### config.mk
export PLATFORM = sky130hd
export DESIGN_NAME = core_ctrl
export DESIGN_NICKNAME = d
export VERILOG_FILES = /design/src/rtl/core_ctrl.sv
export SDC_FILE = /design/constraint.sdc
export NUM_CORES = 1
export LEC_CHECK = 0
export BUFFER_PORTS_ARGS = -buffer_cell sky130_fd_sc_hd__clkbuf_2
export CAP_MARGIN = 20
export CORE_AREA = 2 2 65 55
export CTS_CLUSTER_SIZE = 20
export DETAILED_ROUTE_END_ITERATION = 6
export DIE_AREA = 0 0 67 57
export HOLD_SLACK_MARGIN = 0.08
export PLACE_DENSITY = 0.77
export SLEW_MARGIN = 20
export SYNTH_ARGS = -nofsm -noshare
export SYNTH_HDL_FRONTEND = slang
export SYNTH_SLANG_ARGS = --single-unit
### constraint.sdc
create_clock -name clk -period 1.9 [get_ports clk]
set_input_delay 0.19 -clock clk [delete_from_list [all_inputs] [get_ports clk]]
set_output_delay 0.19 -clock clk [all_outputs]
set_load 0.005 [all_outputs]
### src/rtl/core_ctrl.sv
// Debug/run controller for a small core: program loading into instruction memory,
// run/halt/single-step control, hardware breakpoint and an enabled-cycle counter.
module core_ctrl (
   input  logic       clk,
   input  logic       resetn,
   input  logic       load,
   input  logic       start,
   input  logic       stop,
   input  logic       step,
   input  logic       abort,
   input  logic       prog_valid,
   input  logic [7:0] prog_data,
   input  logic       prog_last,
   output logic       prog_ready,
   input  logic       bp_en,
   input  logic [3:0] bp_addr,
   input  logic [3:0] pc,
   output logic       core_en,
   output logic       core_resetn,
   output logic       imem_we,
   output logic [3:0] imem_waddr,
   output logic [7:0] imem_wdata,
   output logic [2:0] state,
   output logic       halted,
   output logic [7:0] cycle_cnt
);

   typedef enum logic [2:0] {
      IDLE = 3'd0,
      LOAD = 3'd1,
      RUN  = 3'd2,
      STEP = 3'd3,
      HALT = 3'd4
   } state_t;

   state_t     state_reg, state_next;
   logic [3:0] wptr_reg, wptr_next;
   logic       bp_skip_reg, bp_skip_next;
   logic [7:0] cnt_reg, cnt_next;
   logic       crst_reg, crst_next;
   logic       we_reg, we_next;
   logic [3:0] waddr_reg, waddr_next;
   logic [7:0] wdata_reg, wdata_next;
   logic       bp_hit;
   logic       handshake;

   // bp_skip masks the breakpoint for the first cycle after a resume so the core
   // can execute the instruction it halted on.
   assign bp_hit     = bp_en & (pc == bp_addr) & ~bp_skip_reg;
   assign prog_ready = (state_reg == LOAD);
   assign handshake  = prog_ready & prog_valid;
   assign core_en    = ((state_reg == RUN) & ~bp_hit) | (state_reg == STEP);

   assign state       = state_reg;
   assign halted      = (state_reg == HALT);
   assign cycle_cnt   = cnt_reg;
   assign core_resetn = crst_reg;
   assign imem_we     = we_reg;
   assign imem_waddr  = waddr_reg;
   assign imem_wdata  = wdata_reg;

   always_comb begin
      state_next   = state_reg;
      wptr_next    = wptr_reg;
      bp_skip_next = bp_skip_reg;
      we_next      = 1'b0;
      waddr_next   = waddr_reg;
      wdata_next   = wdata_reg;
      cnt_next     = (core_en && (cnt_reg != 8'hFF)) ? cnt_reg + 8'd1 : cnt_reg;

      case (state_reg)
         IDLE: begin
            if (abort) begin
               state_next = IDLE;
            end else if (start) begin
               state_next   = RUN;
               cnt_next     = 8'd0;
               bp_skip_next = 1'b0;
            end else if (load) begin
               state_next = LOAD;
               wptr_next  = 4'd0;
            end
         end
         LOAD: begin
            if (handshake) begin
               we_next    = 1'b1;
               waddr_next = wptr_reg;
               wdata_next = prog_data;
               wptr_next  = wptr_reg + 4'd1;
               if (prog_last || (wptr_reg == 4'd15))
                  state_next = IDLE;
            end
            if (abort)
               state_next = IDLE;
         end
         RUN: begin
            bp_skip_next = 1'b0;
            if (abort)
               state_next = IDLE;
            else if (stop || bp_hit)
               state_next = HALT;
         end
         HALT: begin
            if (abort) begin
               state_next = IDLE;
            end else if (start) begin
               state_next   = RUN;
               bp_skip_next = 1'b1;
            end else if (step) begin
               state_next   = STEP;
               bp_skip_next = 1'b1;
            end
         end
         STEP: begin
            state_next = abort ? IDLE : HALT;
         end
         default: begin
            state_next = IDLE;
         end
      endcase

      crst_next = (state_next == RUN) || (state_next == STEP) || (state_next == HALT);
   end

   always_ff @(posedge clk or negedge resetn) begin
      if (!resetn) begin
         state_reg   <= IDLE;
         wptr_reg    <= 4'd0;
         bp_skip_reg <= 1'b0;
         cnt_reg     <= 8'd0;
         crst_reg    <= 1'b0;
         we_reg      <= 1'b0;
         waddr_reg   <= 4'd0;
         wdata_reg   <= 8'd0;
      end else begin
         state_reg   <= state_next;
         wptr_reg    <= wptr_next;
         bp_skip_reg <= bp_skip_next;
         cnt_reg     <= cnt_next;
         crst_reg    <= crst_next;
         we_reg      <= we_next;
         waddr_reg   <= waddr_next;
         wdata_reg   <= wdata_next;
      end
   end

endmodule
## Word-level counts from Yosys, hierarchy flattened

Cells that the tools add are included.

- Logic and storage cells: 75
- Flip-flop bits (word level): 30
- Input bits: 26
- Output and inout bits: 28

- Bitwise gates (word level): 7
- Equal/unequal tests: 17
- Multiplexer cells: 30
- Reduce and logical (&&, ||, !) cells: 11
- Add/sub/neg operators: 2

Operators by type and width:

| cell | count |
|---|---|
| $mux W3 | 12 |
| $mux W8 | 4 |
| $mux W4 | 4 |
| $pmux W3 S5 | 1 |
| $eq A3 B2 Y1 const B | 4 |
| $ne A2 B2 Y1 const B | 5 |
| $reduce_and A5 Y1 | 2 |
| $add A8 B1 Y8 const B | 1 |
| $ne A8 B8 Y1 const B | 1 |
| $pmux W4 S2 | 1 |
| $mux W1 | 7 |
| $eq A3 B3 Y1 const B | 2 |
| $add A4 B1 Y4 const B | 1 |
| $and A1 B1 Y1 | 4 |
| $eq A4 B4 Y1 | 1 |
| $eq A4 B4 Y1 const B | 1 |
| $logic_or A1 B1 Y1 | 4 |
| $eq A3 B1 Y1 const B | 1 |
| $logic_not A3 Y1 | 1 |
| $ne A3 B3 Y1 const B | 1 |
| $pmux W1 S3 | 1 |
| $reduce_bool A3 Y1 | 1 |
| $ne A2 B1 Y1 const B | 1 |
| $not A1 Y1 | 2 |
| other kinds (4) | 4 |

## Longest topological paths before layout

Gate-level depths: netlist of the first run.

- Depth in word-level cells: 11
- Mapped depth: 7
- Depth with buffers taken out: 5

## Least setup slack after synthesis of the first run

OpenSTA, ideal clock, no wires.

- Path kind: register to register
- Start point: register state_reg[1], in the netlist state[1]
- End point: register wdata_reg[0], in the netlist imem_wdata[0]
- Period minus slack after synthesis: 1.586 ns
- Arrival: 1.461 ns
- Cell stages (with the launch flop): 7
- Setup time: 0.125 ns
- Data required time: 1.775 ns
- Slack: 0.314 ns
- Buffers on the path: 3
- Cells stage by stage: dfrtp_1 > buf_4 > nor3b_4 > and2_4 > buf_6 > buf_6 > mux2_2

- Longest elaborated chain between the ends: 3

Ends and longest elaborated chain:

| item | RTL line | text |
|---|---|---|
| from (decl) | 36 | `state_t state_reg, state_next;` |
| from (signal assigned) | 136 | `state_reg <= state_next;` |
| $eq A3 B1 Y1 (*) | 50 | `assign prog_ready = (state_reg == LOAD);` |
| via prog_ready | 14 | `output logic prog_ready,` |
| $and A1 B1 Y1 | 51 | `assign handshake = prog_ready & prog_valid;` |
| $reduce_and A2 Y1 (no source line) (*) | -- |  |
| to (signal assigned) | 143 | `wdata_reg <= wdata_next;` |
| to (decl) | 43 | `logic [7:0] wdata_reg, wdata_next;` |

The timed path passes the listed nets; every way through them passes the cells marked *.
A chain may end at the register's enable or synchronous reset.

## Worst setup path after layout of the first run

- Start point: register bp_skip_reg
- End point: output port core_en

- Longest elaborated chain between the ends: 5

Ends and longest elaborated chain:

| item | RTL line | text |
|---|---|---|
| from (decl) | 38 | `logic bp_skip_reg, bp_skip_next;` |
| from (signal assigned) | 138 | `bp_skip_reg <= bp_skip_next;` |
| $not A1 Y1 | 49 | `assign bp_hit = bp_en & (pc == bp_addr) & ~bp_skip_reg;` |
| $and A1 B1 Y1 | 49 |  |
| $not A1 Y1 | 52 | `assign core_en = ((state_reg == RUN) & ~bp_hit) \| (state_reg == STEP);` |
| $and A1 B1 Y1 | 52 |  |
| $or A1 B1 Y1 | 52 |  |
| to (decl) | 18 | `output logic core_en,` |

Every way passes these cells.

==> out/metrics.csv, run 1 <==
stage;metric;value;unit
critical_path;Crit Path Class;flop to output port;
die;Core Box Area;3230;µm²
die;die area;3820;µm²
power_and_ir_drop;Clock Power Share;0.283;
cts;clock edge transition at the registers on the reported setup and hold paths;0.06;ns
synth;Post-Syn Instances;132;
timing;worst slew pin tran;0.734;ns
routing;Wirelength per Cell;13.4;µm
synth;post-synth net total;160;
timing;ratio of final minimum period to clock period;0.874;
cts;Post-CTS Setup Inserts;0;
final_layout;Area Growth Syn to Fin;25.1;%
power_and_ir_drop;Sw Ratio;0.293;
die;Die Span X;67;µm
grt;largest net degree at the start of global routing;31;
synth;Yosys cell types;37;
placement;Detailed Place HPWL;2300;µm
synth;syn_area_per_cell;11.3;µm²
power_and_ir_drop;Flop pwr share;0.476;
routing;Max Used Layer;met4;
min_path;HP Class;input port to flop;
die;standard-cell rows;19;
grt;antenna violations before repair;0;
placement;DP Area;1760;µm²
routing;number of remaining DRC errors;0;
routing;DR vias/cell;5.31;
die;Initial Util;0.460;
routing;Routed met3 length;141;µm
grt;first-pass GRT wire length;5360;µm
die;IO Count;54;
critical_path;Worst Path Arrival;1.47;ns
critical_path;cell family with most CP delay;flip-flops;
critical_path;worst-path fanout max;11;
routing;DR iter-0 viols;122;
synth;Post-Syn Area;1490;µm²
routing;final WL;3110;µm
placement;number of port buffers;53;
timing;RSZ-0062 raised after global routing;false;
critical_path;Worst setup EP type;output port;
cts;worst skew pair latency;0.29;ns
critical_path;worst path bufs/invs;3;
critical_path;Worst Path Required;1.71;ns
cts;# hold bufs at CTS;1;
power_and_ir_drop;LEAKAGE;0.919;nW
timing;Slew Limit Fails;0;
timing;normalized max-slew margin;0.511;
timing;Clock Skew;0.00218;ns
critical_path;R2R setup slack;0.29;ns
grt;vias in the first global route;1211;
power_and_ir_drop;sw power;0.550;mW
routing;Met2 Routed Length;1500;µm
final_layout;ratio of cells with drive above 1 in the final layout;0.416;
cts;root buf cell;clkbuf_8;
timing;final count of hold timing violations;0;
final_layout;number of inserted diodes;0;
cts;CTS buffer count;5;
critical_path;Worst Setup Start Kind;flop;
grt;gr ovfl total;0;
critical_path;max incr delay on CP;0.39;ns
timing;Achievable Freq;602;MHz
grt;GRT Util Overall;0.190;
final_layout;nets@finish;217;
timing;setup TNS;0;ns
status;run status;finished clean;
synth;register area share after synthesis;0.505;
final_layout;Filler Cell Count;290;
cts;H-tree depth;2;
timing;Final setup viols;0;
power_and_ir_drop;Int Pwr;1.33;mW
power_and_ir_drop;worst vdd ir;0.522;mV
routing;DRT Pass-1 Iters;4;
die;Die Height;57;µm
routing;via count;1231;
timing;Period minus WS final;1.66;ns
cts;Post-CTS Resized;0;
critical_path;worst-path cell chain;nand3b_1, o311ai_2, buf_4, inv_1, clkbuf_2;
cts;Clock Tree Buf Depth;2;
final_layout;post-route cell area;1860;µm²
critical_path;CP max stage cell;dfrtp_1;
placement;gpl congestion;0.807;
flow_run;Max-cap violations;0;
routing;post-route ant nets;0;
cts;number of clock sinks;30;
synth;Ys Warns;0;
power_and_ir_drop;PD cells;1010;nW/µm²
cts;CTS tree;done;
routing;WL met1;1380;µm
synth;post-synthesis register bit count;30;
power_and_ir_drop;Logic pwr share;0.241;
## placed cells by master (no fill, tap or decap), types with 2 or more instances in the layout
| master | instances |
|---|---|
| a21oi_1 | 5 |
| and3_1 | 2 |
| clkbuf_2 | 53 |
| clkbuf_8 | 6 |
| dfrtp_1 | 30 |
| ha_1 | 2 |
| inv_1 | 6 |
| mux2_2 | 10 |
| mux2_4 | 3 |
| mux2i_1 | 5 |
| nand2_1 | 13 |
| nand3_1 | 4 |
| nor2_1 | 10 |
| nor3_1 | 7 |
| o21ai_0 | 2 |
| o31ai_1 | 3 |
| xnor2_1 | 4 |
| xor2_1 | 2 |
## layout make-up
cell class                 count  area (µm²)  share of cell area
inverter                       6        22.5              0.0121
clock inverter                 1        5.00             0.00269
tap                           42        52.6              0.0282
clock buffer                   7        86.3              0.0464
sequential                    30         751               0.403
timing repair buffer          55         283               0.152
multi-input combinational     91         662               0.356
## power groups by stage
stage / Clock (mW) / Combinational, mW / Sequential [mW]
6_report: 0.532 / 0.452 / 0.895
2_1_floorplan: 0 / 0.252 / 0.894
4_1_cts: 0.548 / 0.461 / 0.897
3_3_place_gp: 0 / 0.440 / 0.896
5_1_grt: 0.576 / 0.506 / 0.919
3_5_place_dp: 0 / 0.457 / 0.907
## layer usage
layer,GRT usage,up-vias
met1,0.248,597
met5,0,-
met2,0.284,38
met3,0.0434,9
met4,0.125,0
li1,-,587
## cells by family (layout without fill, tap and decap cells)
family                     count (synthesis)  count (layout)  share of synthesized area
and+or+nand+nor                           46              46                      0.158
AOI/OAI and AO/OA                         19              19                     0.0950
adders and majority gates                  2               2                     0.0168
xor gates and xnor gates                   6               6                     0.0353
DFF                                       30              30                      0.505
muxes                                     18              18                      0.140
buffers and inverters                     11              69                     0.0505
## synthesized netlist by cell type
cell type,count,share of area
o2111ai_1,1,0.0059
nand3_1,4,0.013
nor3_1,7,0.024
and2_4,1,0.0059
mux2i_1,5,0.034
o32a_1,1,0.0067
a31o_2,1,0.0059
nand4_1,1,0.0042
nor3b_4,1,0.013
buf_4,1,0.0050
o311ai_0,1,0.0059
ha_1,2,0.017
a21oi_1,5,0.017
buf_6,4,0.030
nor2b_1,1,0.0042
xor2_1,2,0.012
and3_1,2,0.0084
xnor2_1,4,0.024
nand2_1,13,0.033
o31ai_1,3,0.015
o21ai_0,2,0.0067
a22o_1,1,0.0059
o22ai_1,1,0.0042
inv_1,6,0.015
nand3b_1,1,0.0050
mux2_2,10,0.076
o211ai_1,1,0.0050
nor2_2,1,0.0042
nor2_1,10,0.025
nand2b_1,1,0.0042
dfrtp_1,30,0.50
a311oi_1,1,0.0059
mux2_4,3,0.030
nor4_1,1,0.0042
or3_1,1,0.0042
o311ai_2,1,0.011
nor4b_1,1,0.0059
## worst register-to-register path, stage by stage (launching register included)
cell and delay (ns):
dfrtp_1 0.52, nor3_1 0.31, nand3_1 0.31, o311ai_0 0.22, o31ai_1 0.12
## worst paths after layout
| path | from | end | cells past startpoint |
|---|---|---|---|
| setup / recovery | bp_skip_reg | core_en | 5 |
| hold / removal | prog_data[3] | imem_wdata[3] | 2 |
| setup reg to reg | state[1] | cycle_cnt[2] | 4 |
| hold reg to reg | imem_wdata[0] | imem_wdata[0] | 1 |
| max in group asynchronous | resetn | wptr_reg[3] | 2 |
| min in group asynchronous | resetn | imem_wdata[3] | 2 |
## through the flow
stage,instances,hold WS [ns],worst slack (ns),total power [mW],utilization
2_1_floorplan,132,-0.106,0.314,1.15,-
3_3_place_gp,223,0.271,0.353,1.34,0.545
3_5_place_dp,223,0.295,0.289,1.36,0.545
4_1_cts,232,0.127,0.231,1.91,0.576
5_1_grt,232,0.131,0.119,2.00,0.576
6_report,232,0.133,0.239,1.88,0.576
(Power assumes the default switching activity.)
==> run 2, diff against run 1 <==
Settings changed: RECOVER_POWER from default to 25.
==> run 2 against run 1 <==
Against the previous run:
- power decreased by 0.29%
- critical path type unchanged
- routed wire length increased by 0.48%
- largest cell class unchanged
- combinational power decreased by 0.9%
==> out/metrics.csv, run 2 (synthesis results as in run 1) <==
stage;metric;value;unit
min_path;HP Class;input port to flop;
timing;worst slew pin tran;0.739;ns
timing;Worst Setup Slack, final;0.236;ns
cts;root buf cell;clkbuf_8;
critical_path;Worst Path Required;1.71;ns
die;standard-cell rows;19;
timing;setup TNS;0;ns
routing;final WL;3130;µm
die;Die Height;57;µm
routing;DRT Pass-1 Iters;4;
cts;clock edge transition at the registers on the reported setup and hold paths;0.06;ns
critical_path;Worst Path Arrival;1.47;ns
routing;post-route ant nets;0;
final_layout;post-route cell area;1850;µm²
routing;number of remaining DRC errors;0;
die;Die Span X;67;µm
timing;worst hold slack;0.133;ns
routing;DR iter-0 viols;136;
final_layout;nets@finish;217;
status;run status;finished clean;
power_and_ir_drop;Sw Ratio;0.293;
placement;Detailed Place HPWL;2300;µm
cts;Post-CTS Resized;0;
power_and_ir_drop;total power;1.87;mW
cts;CTS tree;done;
cts;worst skew pair latency;0.29;ns
timing;Clock Skew;0.00269;ns
timing;final count of hold timing violations;0;
critical_path;Worst setup EP type;output port;
cts;H-tree depth;2;
final_layout;commonest non-fill, non-tap cell in the layout;clkbuf_2;
flow_run;Max-cap violations;0;
final_layout;Area Growth Syn to Fin;24.5;%
timing;Achievable Freq;601;MHz
placement;Post-Place Cells;223;
cts;# hold bufs at CTS;1;
power_and_ir_drop;Clock Power Share;0.283;
power_and_ir_drop;LEAKAGE;0.892;nW
die;die area;3820;µm²
power_and_ir_drop;Flop pwr share;0.478;
cts;Clock Tree Buf Depth;2;
grt;first-pass GRT wire length;5360;µm
grt;vias in the first global route;1211;
grt;antenna violations before repair;0;
critical_path;worst-path fanout max;11;
routing;Wirelength per Cell;13.5;µm
cts;number of clock sinks;30;
final_layout;Filler Cell Count;297;
timing;normalized max-slew margin;0.507;
cts;Post-CTS Setup Inserts;0;
final_layout;area occupied by multi-input gates;662;µm²
timing;RSZ-0062 raised after global routing;false;
power_and_ir_drop;Logic pwr share;0.239;
power_and_ir_drop;Int Pwr;1.32;mW
routing;DR vias/cell;5.27;
critical_path;Worst Setup Start Kind;flop;
timing;Final setup viols;0;
grt;largest net degree at the start of global routing;31;
placement;gpl congestion;0.807;
die;Core Box Area;3230;µm²
cts;CTS buffer count;5;
timing;ratio of final minimum period to clock period;0.876;
final_layout;number of inserted diodes;0;
final_layout;ratio of cells with drive above 1 in the final layout;0.374;
power_and_ir_drop;sw power;0.549;mW
die;Initial Util;0.460;
final_layout;most frequent cells in the layout;clkbuf_2, dfrtp_1, nand2_1;
timing;Slew Limit Fails;0;
placement;Place WS;0.289;ns
grt;gr ovfl total;0;
critical_path;Crit Path Class;flop to output port;
grt;GRT Util Overall;0.190;
power_and_ir_drop;PD cells;1010;nW/µm²
routing;via count;1223;
final_layout;Finished Core Util;0.573;
final_layout;final std cells w/o fill;232;
power_and_ir_drop;worst vdd ir;0.522;mV
placement;DP Area;1760;µm²
placement;number of port buffers;53;
die;IO Count;54;
timing;Period minus WS final;1.66;ns
final_layout;Storage cell area;751;µm²
-- run 2: cell types whose count changed in the layout (fill, tap and decap cells not counted) --
cell      delta
buf_1        +1
clkbuf_1     +7
clkbuf_2     -8
-- run 2: worst paths after layout --
path / slack [ns] / endpoint / startpoint / cells past startpoint
max in group asynchronous: 0.94 / cycle_cnt[3] / resetn / 2
setup / recovery: 0.24 / core_en / bp_skip_reg / 5
hold / removal: 0.13 / imem_wdata[3] / prog_data[3] / 2
setup reg to reg: 0.28 / cycle_cnt[2] / state[1] / 4
hold reg to reg: 0.51 / imem_wdata[0] / imem_wdata[0] / 1
min in group asynchronous: 0.49 / imem_wdata[3] / resetn / 2
-- run 2: cell type report --
type                    instances  area share
flip-flops and latches         30       0.405
multi-input cells              91       0.357
repair buffers                 55       0.147
clock buffers                   7      0.0466
well taps                      42      0.0284
inverters                       6      0.0122
clock inverters                 1     0.00270
-- run 2: critical path: stages (launching register included) --
cell and delay [ns]:
dfrtp_1 0.39, nand3b_1 0.20, o311ai_2 0.22, buf_4 0.22, inv_1 0.05, clkbuf_2 0.10
-- run 2: layer usage --
| metal | up-vias | wire length (µm) | share of wire | global-route usage |
|---|---|---|---|---|
| met1 | 596 | 1370 | 0.44 | 0.248 |
| met2 | 32 | 1520 | 0.49 | 0.284 |
| met5 | - | 0 | 0 | 0 |
| li1 | 588 | - | - | - |
| met3 | 7 | 149 | 0.048 | 0.0434 |
| met4 | 0 | 85 | 0.027 | 0.125 |
-- run 2: power by group through the flow --
| stage | Sequential [mW] | Combinational (mW) | Clock (mW) |
|---|---|---|---|
| floorplan | 0.894 | 0.252 | 0 |
| global placement | 0.896 | 0.440 | 0 |
| detailed placement | 0.907 | 0.457 | 0 |
| CTS | 0.897 | 0.461 | 0.548 |
| global route | 0.919 | 0.500 | 0.576 |
| finish | 0.896 | 0.448 | 0.531 |
==> run 3, diff against run 2 <==
Settings changed: CORE_AREA 2 2 65 55 to 2 2 63 53, DIE_AREA 0 0 67 57 to 0 0 65 55, PLACE_DENSITY 0.77 to 0.82.
Clock period 1.9 ns to 2.1 ns, I/O delays scaled along.
==> run 3 against run 2 <==
Against the previous run:
- first-iteration DRC count is 43% lower
- largest cell class unchanged
- non-clock buffer count stayed put
- critical path depth is 1 lower
- critical endpoint unchanged
- power is 12% lower
- utilization is 5.1 points higher
- register-to-register slack better by 0.17 ns
- sequential share of layout area is 0.25 points higher
==> out/metrics.csv, run 3 (synthesis results as in run 1) <==
stage;metric;value;unit
status;run status;finished clean;
die;Initial Util;0.504;
critical_path;Crit Path Class;flop to output port;
cts;number of clock sinks;30;
min_path;WHS Endpoint;imem_wdata[2];
die;IO Count;54;
final_layout;most frequent cells in the layout;clkbuf_2, dfrtp_1, nand2_1;
min_path;HP Class;input port to flop;
placement;gpl congestion;0.916;
critical_path;Worst Path Required;1.89;ns
placement;Detailed Place HPWL;2370;µm
cts;Post-CTS Resized;0;
timing;worst hold slack;0.166;ns
cts;root buf cell;clkbuf_8;
timing;Period minus WS final;1.67;ns
final_layout;Storage cell area;751;µm²
die;standard-cell rows;18;
grt;antenna violations before repair;0;
power_and_ir_drop;LEAKAGE;0.897;nW
critical_path;CP Launch Point;state[0];
routing;DR vias/cell;5.33;
min_path;WHS Path Cells;2;
timing;final count of hold timing violations;0;
timing;worst slew pin tran;0.720;ns
power_and_ir_drop;worst vdd ir;0.439;mV
cts;Clock Tree Buf Depth;2;
min_path;Hold Crit Start;prog_data[2];
routing;final WL;3140;µm
final_layout;number of inserted diodes;0;
critical_path;Worst setup EP type;output port;
final_layout;post-route cell area;1840;µm²
routing;Wirelength per Cell;13.7;µm
die;Die Height;55;µm
final_layout;Finished Core Util;0.624;
grt;first-pass GRT wire length;4850;µm
final_layout;commonest non-fill, non-tap cell in the layout;clkbuf_2;
timing;setup TNS;0;ns
timing;Achievable Freq;597;MHz
routing;DR iter-0 viols;78;
grt;largest net degree at the start of global routing;31;
final_layout;area occupied by multi-input gates;662;µm²
critical_path;worst-path fanout max;11;
critical_path;Worst Setup Start Kind;flop;
cts;# hold bufs at CTS;1;
power_and_ir_drop;Clock Power Share;0.259;
power_and_ir_drop;Sw Ratio;0.294;
placement;number of port buffers;53;
critical_path;R2R setup slack;0.45;ns
final_layout;Area Growth Syn to Fin;23.7;%
power_and_ir_drop;Int Pwr;1.16;mW
critical_path;Worst R2R Start;state[0];
critical_path;Worst Path Arrival;1.46;ns
timing;Clock Skew;0.00339;ns
power_and_ir_drop;PD cells;892;nW/µm²
routing;DRT Pass-1 Iters;4;
die;Core Box Area;2950;µm²
timing;ratio of final minimum period to clock period;0.798;
grt;gr ovfl total;0;
timing;Slew Limit Fails;0;
cts;clock edge transition at the registers on the reported setup and hold paths;0.06;ns
final_layout;nets@finish;217;
routing;post-route ant nets;0;
grt;GRT Util Overall;0.185;
cts;worst skew pair latency;0.27;ns
timing;RSZ-0062 raised after global routing;false;
power_and_ir_drop;sw power;0.483;mW
power_and_ir_drop;Flop pwr share;0.495;
routing;via count;1220;
final_layout;Filler Cell Count;246;
cts;CTS tree;done;
cts;Post-CTS Setup Inserts;0;
routing;number of remaining DRC errors;0;
placement;DP Area;1760;µm²
die;die area;3580;µm²
timing;Final setup viols;0;
critical_path;worst reg2reg path depth;3;
power_and_ir_drop;total power;1.64;mW
power_and_ir_drop;Logic pwr share;0.246;
flow_run;Max-cap violations;0;
grt;vias in the first global route;1097;
cts;CTS buffer count;5;
timing;normalized max-slew margin;0.520;
cts;H-tree depth;2;
critical_path;RR Endpoint;imem_wdata[3];
die;Die Span X;65;µm
final_layout;ratio of cells with drive above 1 in the final layout;0.392;
-- run 3: changes by cell type in the layout (fill, tap and decap cells not counted), sizes merged --
cell    change
clkbuf      -1
clkinv      +1
buf         -1
-- run 3: power by group through the flow --
stage | Clock [mW] | Sequential (mW) | Combinational (mW)
3_3_place_gp | 0 | 0.809 | 0.398
2_1_floorplan | 0 | 0.809 | 0.228
5_1_grt | 0.456 | 0.833 | 0.453
3_5_place_dp | 0 | 0.824 | 0.411
4_1_cts | 0.436 | 0.813 | 0.414
6_report | 0.425 | 0.812 | 0.404
-- run 3: worst max-delay path by stage --
| stage | endpoint | slack [ns] | cells after the start |
|---|---|---|---|
| 6_report | core_en | 0.43 | 4 |
| 5_1_grt | cycle_cnt[2] | 0.33 | 4 |
| 4_1_cts | core_en | 0.41 | 5 |
| 3_5_place_dp | imem_wdata[3] | 0.46 | 3 |
| 3_3_place_gp | imem_wdata[2] | 0.54 | 3 |
| 2_1_floorplan | imem_wdata[0] | 0.51 | 6 |
-- run 3: final cells by class --
cell class                      count  share of cell area
Clock buffer                        5              0.0374
Clock inverter                      2             0.00544
Inverter                            6              0.0122
Multi-Input combinational cell     91               0.360
Sequential cell                    30               0.408
Tap cell                           40              0.0272
Timing Repair Buffer               55               0.150
-- run 3: per-layer routing --
layer | share of wire | track usage | wire [µm] | vias to the layer above
li1 | - | - | - | 582
met1 | 0.41 | 0.211 | 1300 | 594
met2 | 0.52 | 0.330 | 1650 | 42
met3 | 0.052 | 0.0607 | 164 | 2
met4 | 0.0086 | 0.0745 | 27 | 0
met5 | 0 | 0 | 0 | -
-- run 3: critical path, stage by stage, from the launching register on --
cell and delay (ns):
dfrtp_1 0.50, o311ai_2 0.32, buf_4 0.22, inv_1 0.05, clkbuf_2 0.10
-- run 3: through the flow --
step	worst slack, ns	instances
after CTS	0.412	229
final	0.425	229
after global routing	0.325	229
after floorplan	0.514	132
after global placement	0.540	221
after detailed placement	0.465	221
